[config.mk]
export PLATFORM = sky130hd
export DESIGN_NAME = ps2_lock_led_ctrl_flat
export DESIGN_NICKNAME = d
export VERILOG_FILES = /design/src/rtl/ps2_pkg.sv /design/src/rtl/ps2_lock_led_ctrl_if.sv /design/src/rtl/ps2_lock_decode.sv /design/src/rtl/ps2_lock_led_ctrl.sv /design/src/flat_wrapper.sv
export SDC_FILE = /design/constraint.sdc
export NUM_CORES = 1
export LEC_CHECK = 0
export CORE_MARGIN = 3
export CORE_UTILIZATION = 48
export DETAILED_ROUTE_END_ITERATION = 8
export PLACE_DENSITY_LB_ADDON = 0.3
export SLEW_MARGIN = 5
export SYNTH_ARGS = -nofsm -noshare
export SYNTH_HDL_FRONTEND = slang
export SYNTH_SLANG_ARGS = --single-unit
[constraint.sdc]
create_clock -name clk_2 -period 5 [get_ports clk_2]
set_clock_uncertainty 0.2 [all_clocks]
set_input_delay 1.5 -clock clk_2 [delete_from_list [all_inputs] [get_ports clk_2]]
set_output_delay 1.5 -clock clk_2 [all_outputs]
set_load 0.1 [all_outputs]
[src/rtl/ps2_pkg.sv]
// Shared constants, FSM state type and LED mask layout for the PS/2 lock LED controller.
package ps2_pkg;

  // Host-to-keyboard command and keyboard responses
  localparam logic [7:0] CMD_SET_LEDS = 8'hED;
  localparam logic [7:0] RSP_ACK      = 8'hFA;
  localparam logic [7:0] RSP_RESEND   = 8'hFE;

  // Scan-code prefixes and lock key codes (set 2)
  localparam logic [7:0] CODE_BREAK   = 8'hF0;
  localparam logic [7:0] CODE_EXT     = 8'hE0;
  localparam logic [7:0] KEY_NUM      = 8'h77;
  localparam logic [7:0] KEY_CAPS     = 8'h58;
  localparam logic [7:0] KEY_SCROLL   = 8'h7E;

  // Bit positions inside the Set LEDs mask byte; the LED vector uses the same order
  localparam int LED_SCROLL_BIT = 0;
  localparam int LED_NUM_BIT    = 1;
  localparam int LED_CAPS_BIT   = 2;

  typedef enum logic [2:0] {
    ST_IDLE,
    ST_SEND_CMD,
    ST_WAIT_ACK1,
    ST_SEND_MASK,
    ST_WAIT_ACK2
  } seq_state_t;

  // Builds the mask byte sent after 0xED from the LED vector
  function automatic logic [7:0] led_mask(input logic [2:0] leds);
    return {5'b0, leds};
  endfunction

endpackage

[src/rtl/ps2_lock_led_ctrl_if.sv]
// Receive strobe/byte and transmit handshake between the controller and the PS/2 PHY.
interface ps2_lock_led_ctrl_if;
  logic       code_new_updated;
  logic [7:0] check_code;
  logic       tx_ready;
  logic       tx_req;
  logic [7:0] tx_data;

  modport master (
    input  code_new_updated, check_code, tx_ready,
    output tx_req, tx_data
  );

  modport slave (
    output code_new_updated, check_code, tx_ready,
    input  tx_req, tx_data
  );
endinterface

[src/rtl/ps2_lock_decode.sv]
// Scan-code decoder: tracks break/extended prefixes, held lock keys and lock LED state.
module ps2_lock_decode
  import ps2_pkg::*;
(
  input  logic       clk,
  input  logic       rst_n,
  input  logic       code_valid,
  input  logic [7:0] code,
  output logic [2:0] leds,
  output logic       toggle
);

  logic       brk_flag;
  logic       ext_flag;
  logic [2:0] held;
  logic [2:0] key_sel;

  // Identify which lock key (if any) this byte is, and whether it toggles an LED now
  always_comb begin
    key_sel = '0;
    if (!ext_flag) begin
      case (code)
        KEY_NUM:    key_sel[LED_NUM_BIT]    = 1'b1;
        KEY_CAPS:   key_sel[LED_CAPS_BIT]   = 1'b1;
        KEY_SCROLL: key_sel[LED_SCROLL_BIT] = 1'b1;
        default:    key_sel = '0;
      endcase
    end
    toggle = code_valid && !brk_flag && (|(key_sel & ~held));
  end

  // Prefix flags, held bits and LED toggles; a make of an already-held key is typematic and ignored
  always_ff @(posedge clk or negedge rst_n) begin
    if (!rst_n) begin
      brk_flag <= 1'b0;
      ext_flag <= 1'b0;
      held     <= '0;
      leds     <= '0;
    end else if (code_valid) begin
      if (code == CODE_BREAK) begin
        brk_flag <= 1'b1;
      end else if (code == CODE_EXT) begin
        ext_flag <= 1'b1;
      end else begin
        brk_flag <= 1'b0;
        ext_flag <= 1'b0;
        if (brk_flag) begin
          held <= held & ~key_sel;
        end else begin
          held <= held | key_sel;
          leds <= leds ^ (key_sel & ~held);
        end
      end
    end
  end

endmodule

[src/rtl/ps2_lock_led_ctrl.sv]
// Lock LED controller: local lock LEDs plus the 0xED/mask sequence that mirrors them on the keyboard.
module ps2_lock_led_ctrl
  import ps2_pkg::*;
#(
  parameter logic [11:0] TIMEOUT_TICKS = 12'd3000,
  parameter int unsigned MAX_RETRY     = 3
) (
  input  logic                       clk_2,
  input  logic                       rst_n,
  input  logic                       clk_300k,
  ps2_lock_led_ctrl_if.master        bus,
  output logic                       led_num,
  output logic                       led_caps,
  output logic                       led_scroll,
  output logic                       busy,
  output logic                       error
);

  localparam logic [3:0] MAX_R = MAX_RETRY[3:0];

  seq_state_t  state, state_nx;
  logic [3:0]  retry, retry_nx;
  logic [11:0] tmo, tmo_nx;
  logic        error_nx;
  logic        tx_req_q, tx_req_nx;
  logic [7:0]  tx_data_q, tx_data_nx;
  logic        dirty, dirty_nx;
  logic [2:0]  leds;
  logic        toggle;
  logic        in_wait;
  logic        is_ack;
  logic        is_resend;
  logic        timed_out;

  assign in_wait   = (state == ST_WAIT_ACK1) || (state == ST_WAIT_ACK2);
  assign is_ack    = in_wait && bus.code_new_updated && (bus.check_code == RSP_ACK);
  assign is_resend = in_wait && bus.code_new_updated && (bus.check_code == RSP_RESEND);
  assign timed_out = in_wait && (tmo >= TIMEOUT_TICKS);

  ps2_lock_decode u_decode (
    .clk        (clk_2),
    .rst_n      (rst_n),
    .code_valid (bus.code_new_updated && !(is_ack || is_resend)),
    .code       (bus.check_code),
    .leds       (leds),
    .toggle     (toggle)
  );

  // Sequencer next-state logic; a received ACK/RESEND takes priority over a coincident timeout
  always_comb begin
    state_nx   = state;
    retry_nx   = retry;
    tmo_nx     = tmo;
    error_nx   = error;
    tx_req_nx  = tx_req_q;
    tx_data_nx = tx_data_q;
    dirty_nx   = dirty | toggle;

    if (in_wait && clk_300k && (tmo != 12'hFFF)) begin
      tmo_nx = tmo + 12'd1;
    end

    case (state)
      ST_IDLE: begin
        if (dirty) begin
          dirty_nx   = toggle;
          state_nx   = ST_SEND_CMD;
          retry_nx   = '0;
          tx_req_nx  = 1'b1;
          tx_data_nx = CMD_SET_LEDS;
        end
      end
      ST_SEND_CMD, ST_SEND_MASK: begin
        if (tx_req_q && bus.tx_ready) begin
          state_nx  = (state == ST_SEND_CMD) ? ST_WAIT_ACK1 : ST_WAIT_ACK2;
          tmo_nx    = '0;
          tx_req_nx = 1'b0;
        end
      end
      ST_WAIT_ACK1: begin
        if (is_ack) begin
          state_nx   = ST_SEND_MASK;
          retry_nx   = '0;
          tx_req_nx  = 1'b1;
          tx_data_nx = led_mask(leds);
        end else if (is_resend || timed_out) begin
          if (retry < MAX_R) begin
            retry_nx   = retry + 4'd1;
            state_nx   = ST_SEND_CMD;
            tx_req_nx  = 1'b1;
            tx_data_nx = CMD_SET_LEDS;
          end else begin
            error_nx = 1'b1;
            state_nx = ST_IDLE;
          end
        end
      end
      ST_WAIT_ACK2: begin
        if (is_ack) begin
          error_nx = 1'b0;
          state_nx = ST_IDLE;
        end else if (is_resend || timed_out) begin
          if (retry < MAX_R) begin
            retry_nx   = retry + 4'd1;
            state_nx   = ST_SEND_MASK;
            tx_req_nx  = 1'b1;
            tx_data_nx = led_mask(leds);
          end else begin
            error_nx = 1'b1;
            state_nx = ST_IDLE;
          end
        end
      end
      default: begin
        state_nx  = ST_IDLE;
        tx_req_nx = 1'b0;
      end
    endcase
  end

  // Sequencer registers; reset aborts any transaction and drops tx_req immediately
  always_ff @(posedge clk_2 or negedge rst_n) begin
    if (!rst_n) begin
      state     <= ST_IDLE;
      retry     <= '0;
      tmo       <= '0;
      error     <= 1'b0;
      tx_req_q  <= 1'b0;
      tx_data_q <= '0;
      dirty     <= 1'b0;
    end else begin
      state     <= state_nx;
      retry     <= retry_nx;
      tmo       <= tmo_nx;
      error     <= error_nx;
      tx_req_q  <= tx_req_nx;
      tx_data_q <= tx_data_nx;
      dirty     <= dirty_nx;
    end
  end

  assign bus.tx_req  = tx_req_q;
  assign bus.tx_data = tx_data_q;
  assign busy        = (state != ST_IDLE);
  assign led_num     = leds[LED_NUM_BIT];
  assign led_caps    = leds[LED_CAPS_BIT];
  assign led_scroll  = leds[LED_SCROLL_BIT];

endmodule

[src/flat_wrapper.sv]
// flat-port wrapper written by rule: the top's interface ports become plain ports
module ps2_lock_led_ctrl_flat import ps2_pkg::*;
#(
  parameter logic [11:0] TIMEOUT_TICKS = 12'd3000,
  parameter int unsigned MAX_RETRY     = 3
)
  (clk_2, rst_n, clk_300k, led_num, led_caps, led_scroll, busy, error, bus_code_new_updated, bus_check_code, bus_tx_ready, bus_tx_req, bus_tx_data);
  ps2_lock_led_ctrl_if bus_i ();
  input  logic clk_2;
  input  logic rst_n;
  input  logic clk_300k;
  output logic led_num;
  output logic led_caps;
  output logic led_scroll;
  output logic busy;
  output logic error;
  input wire logic [$bits(bus_i.code_new_updated)-1:0] bus_code_new_updated;
  input wire logic [$bits(bus_i.check_code)-1:0] bus_check_code;
  input wire logic [$bits(bus_i.tx_ready)-1:0] bus_tx_ready;
  output wire logic [$bits(bus_i.tx_req)-1:0] bus_tx_req;
  output wire logic [$bits(bus_i.tx_data)-1:0] bus_tx_data;
  assign bus_i.code_new_updated = bus_code_new_updated;
  assign bus_i.check_code = bus_check_code;
  assign bus_i.tx_ready = bus_tx_ready;
  assign bus_tx_req = bus_i.tx_req;
  assign bus_tx_data = bus_i.tx_data;
  ps2_lock_led_ctrl #(.TIMEOUT_TICKS(TIMEOUT_TICKS), .MAX_RETRY(MAX_RETRY)) u_core (.clk_2(clk_2), .rst_n(rst_n), .clk_300k(clk_300k), .bus(bus_i), .led_num(led_num), .led_caps(led_caps), .led_scroll(led_scroll), .busy(busy), .error(error));
endmodule
==> impl_metrics.toml <==
[route]
wirelength_um = 4200
final_antenna_net_count = 0
drc = 0
viasPerCell = 5.67
initialDrtViolationCount = 158
vias = 1593
dr.pass1.iters = 4
wl_per_cell_um = 14.9

[synthesis]
ys_top_cells_by_count = "dfrtp_1, nor2_1, inv_1, xor2_1"
seq_area_frac_synth_pct = 41.1
ys_top_cells_by_area = "dfrtp_1, xor2_1, nor2_1"
ys_types = 62
syn_nets = 224
async_flop_share_pct = 100
synth_most_common_cell = "dfrtp_1"
yosys_warnings = 0
synth_top_area_share_pct = 41.1
avgSynthCellArea_um2 = 9.95
synth_area_mm2 = 0.00207
synth_seq_cells = 34
synth-edff-count = 0
synth-main-ff-cell = "dfrtp_1"
synthCells = 208
yosysTopAreaCell = "dfrtp_1"

[timing]
maxSlewHeadroom_pct = 35.0
hold_viol = 0
fin_crit_sh_pct = 78.7
tns_ps = 0
period_minus_slack_ps = 3930
worst_pin_slew_ps = 972
rsz0062_at_grt = "false"
slew_viol_final = 0
fmax_ghz = 0.254
setup_viol_count_final = 0

[global_routing]
overflow = 0
antenna_found_initial = 0
grt_max_degree = 25
grt_pass1_vias = 1547
grt_pass1_wl_um = 7330
grtUsageTotal_pct = 18.3

[placed_design]
dpl.hpwl_um = 3210
gp_congestion = 0.883
post_dp_cell_area_mm2 = 0.00233
portBuffers = 25

[clock_tree]
numClockSinks = 34
insertion_delay_ps = 280
holdBufCountCts = 0
cts_resized = 0
cts_setup_buffers = 0
clock_path_buffers = 2
cts-root-buf = "clkbuf_8"
htree_levels = 2
path_clk_slew_ps = 60
cts_buffers = 5
cts_tree = "done"

[die]
start_util_pct = 50.6
dieArea_mm2 = 0.00514
core_region_area_mm2 = 0.00409
die_h_um = 71.7
die_x_um = 71.7
io_pins = 27
rows = 23

[outcome]
outcome = "completed"

[pwr]
ir_worst_vdd_mv = 0.164
p_leak_nw = 1.06
power_density_mw_per_mm2 = 390

[critical_path]
cp.required_ps = 3300
critPathArrivalTime_ps = 2230
worstSetupPathType = "reg -> out"
crit_fanout = 13
end_kind = "output pin"
r2r_start = "u_core.retry[0]"
cpPeakStageDelay_ps = 980
slowest_stage = "clkdlybuf4s50_1"
worst_setup_path_startpoint = "u_core.state[0]"
cp_cell_sequence = "or3_1 -> clkdlybuf4s50_1"
cp-start-kind = "register"

[final_layout]
nets = 247
drive_gt1_share_pct = 11.3
syn2layout_area_growth_pct = 16.1
post-route-cell-area_mm2 = 0.00240
final_util_pct = 58.8
fillCellCount = 372
diodes = 0

[min_path]
hold_path_startpoint = "u_core.u_decode.leds[0]"
hold_class = "reg -> reg"

[job]
maxCapViolations = 0
[area by class of cell]
type	count	area, um2	share of cell area (%)
Sequential cell	34	851	35.4
Timing Repair Buffer	27	265	11.0
Tap cell	50	62.6	2.60
Clock buffer	7	76.3	3.18
Multi-Input combinational cell	152	1110	46.0
Inverter	11	41.3	1.72
[placed cells by master, fill, tap and decap left out, types with 5 or more instances in the layout]
| master | n |
|---|---|
| nand3_1 | 5 |
| clkdlybuf4s50_1 | 25 |
| nor3_1 | 5 |
| nand4_1 | 8 |
| o31ai_1 | 5 |
| clkbuf_8 | 5 |
| a21oi_1 | 9 |
| nand2_1 | 9 |
| dfrtp_1 | 34 |
| inv_1 | 10 |
| nand2b_1 | 7 |
| xor2_1 | 10 |
| nor2_1 | 20 |
[cells by family (layout without fill, tap and decap cells)]
family                   count (synthesis)  after routing  synth area share (%)
other                                    1              1                 0.181
adder cells (fa/ha/maj)                  3              3                  1.81
flip-flops                              34             34                  41.1
AND/OR/NAND/NOR                         84             84                  26.2
multiplexers                             7              7                  3.57
AO/OA/AOI/OAI                           43             43                  15.8
buffers and inverters                   22             45                  5.44
XOR/XNOR                                14             14                  5.92
[state kept, by name, indices dropped and copies added, names as in the netlist, 3 cells and up, named ones only]
signal                count
u_core.retry              4
u_core.bus.tx_data        4
u_core.tmo               12
u_core.state              3
u_core.u_decode.leds      3
[power by group]
group	switching, W	internal (W)	total [W]	leakage (nW)
clock network	0.0000923	0.0000958	0.000188	0.0383
logic	0.000274	0.000112	0.000386	0.592
registers	0.0000482	0.000314	0.000362	0.433
total	0.000415	0.000521	0.000936	1.06
[through the flow]
| step | hold slack (ps) | total power (W) | setup WS [ps] | std cells |
|---|---|---|---|---|
| 2_1_floorplan | 263 | 0.000675 | 1930 | 208 |
| 3_5_place_dp | 304 | 0.000752 | 1250 | 274 |
| 5_1_grt | 328 | 0.000990 | 992 | 281 |
| 6_report | 308 | 0.000936 | 1070 | 281 |
| 3_3_place_gp | 287 | 0.000745 | 1300 | 274 |
| 4_1_cts | 313 | 0.000943 | 1060 | 281 |
[per-layer routing]
layer  track usage, %  vias to the layer above  part of all wire, %
met2             25.9                       35                   44
met5                0                        -                    0
li1                 -                      800                    -
met3             4.77                        5                  4.5
met4             6.26                        0                  1.4
met1             27.0                      753                   50
[worst paths after layout]
kind | to | slack, ps | depth (start not counted)
setup / recovery | busy | 1070 | 2
hold / removal | u_core.u_decode.leds[0] | 310 | 1
setup reg to reg | u_core.bus.tx_data[1] | 2790 | 5
hold reg to reg | u_core.u_decode.leds[0] | 310 | 1
max in group asynchronous | async pin | 2540 | 2
min in group asynchronous | u_core.tmo[6] | 1360 | 1
[critical path: cells and delay by family (launching register included)]
kind / cells / cell delay [ps]
AND/OR/NAND/NOR: 1 / 440
flip-flops: 1 / 530
buffers and inverters: 1 / 980
Power figures use the tool's default switching activity.
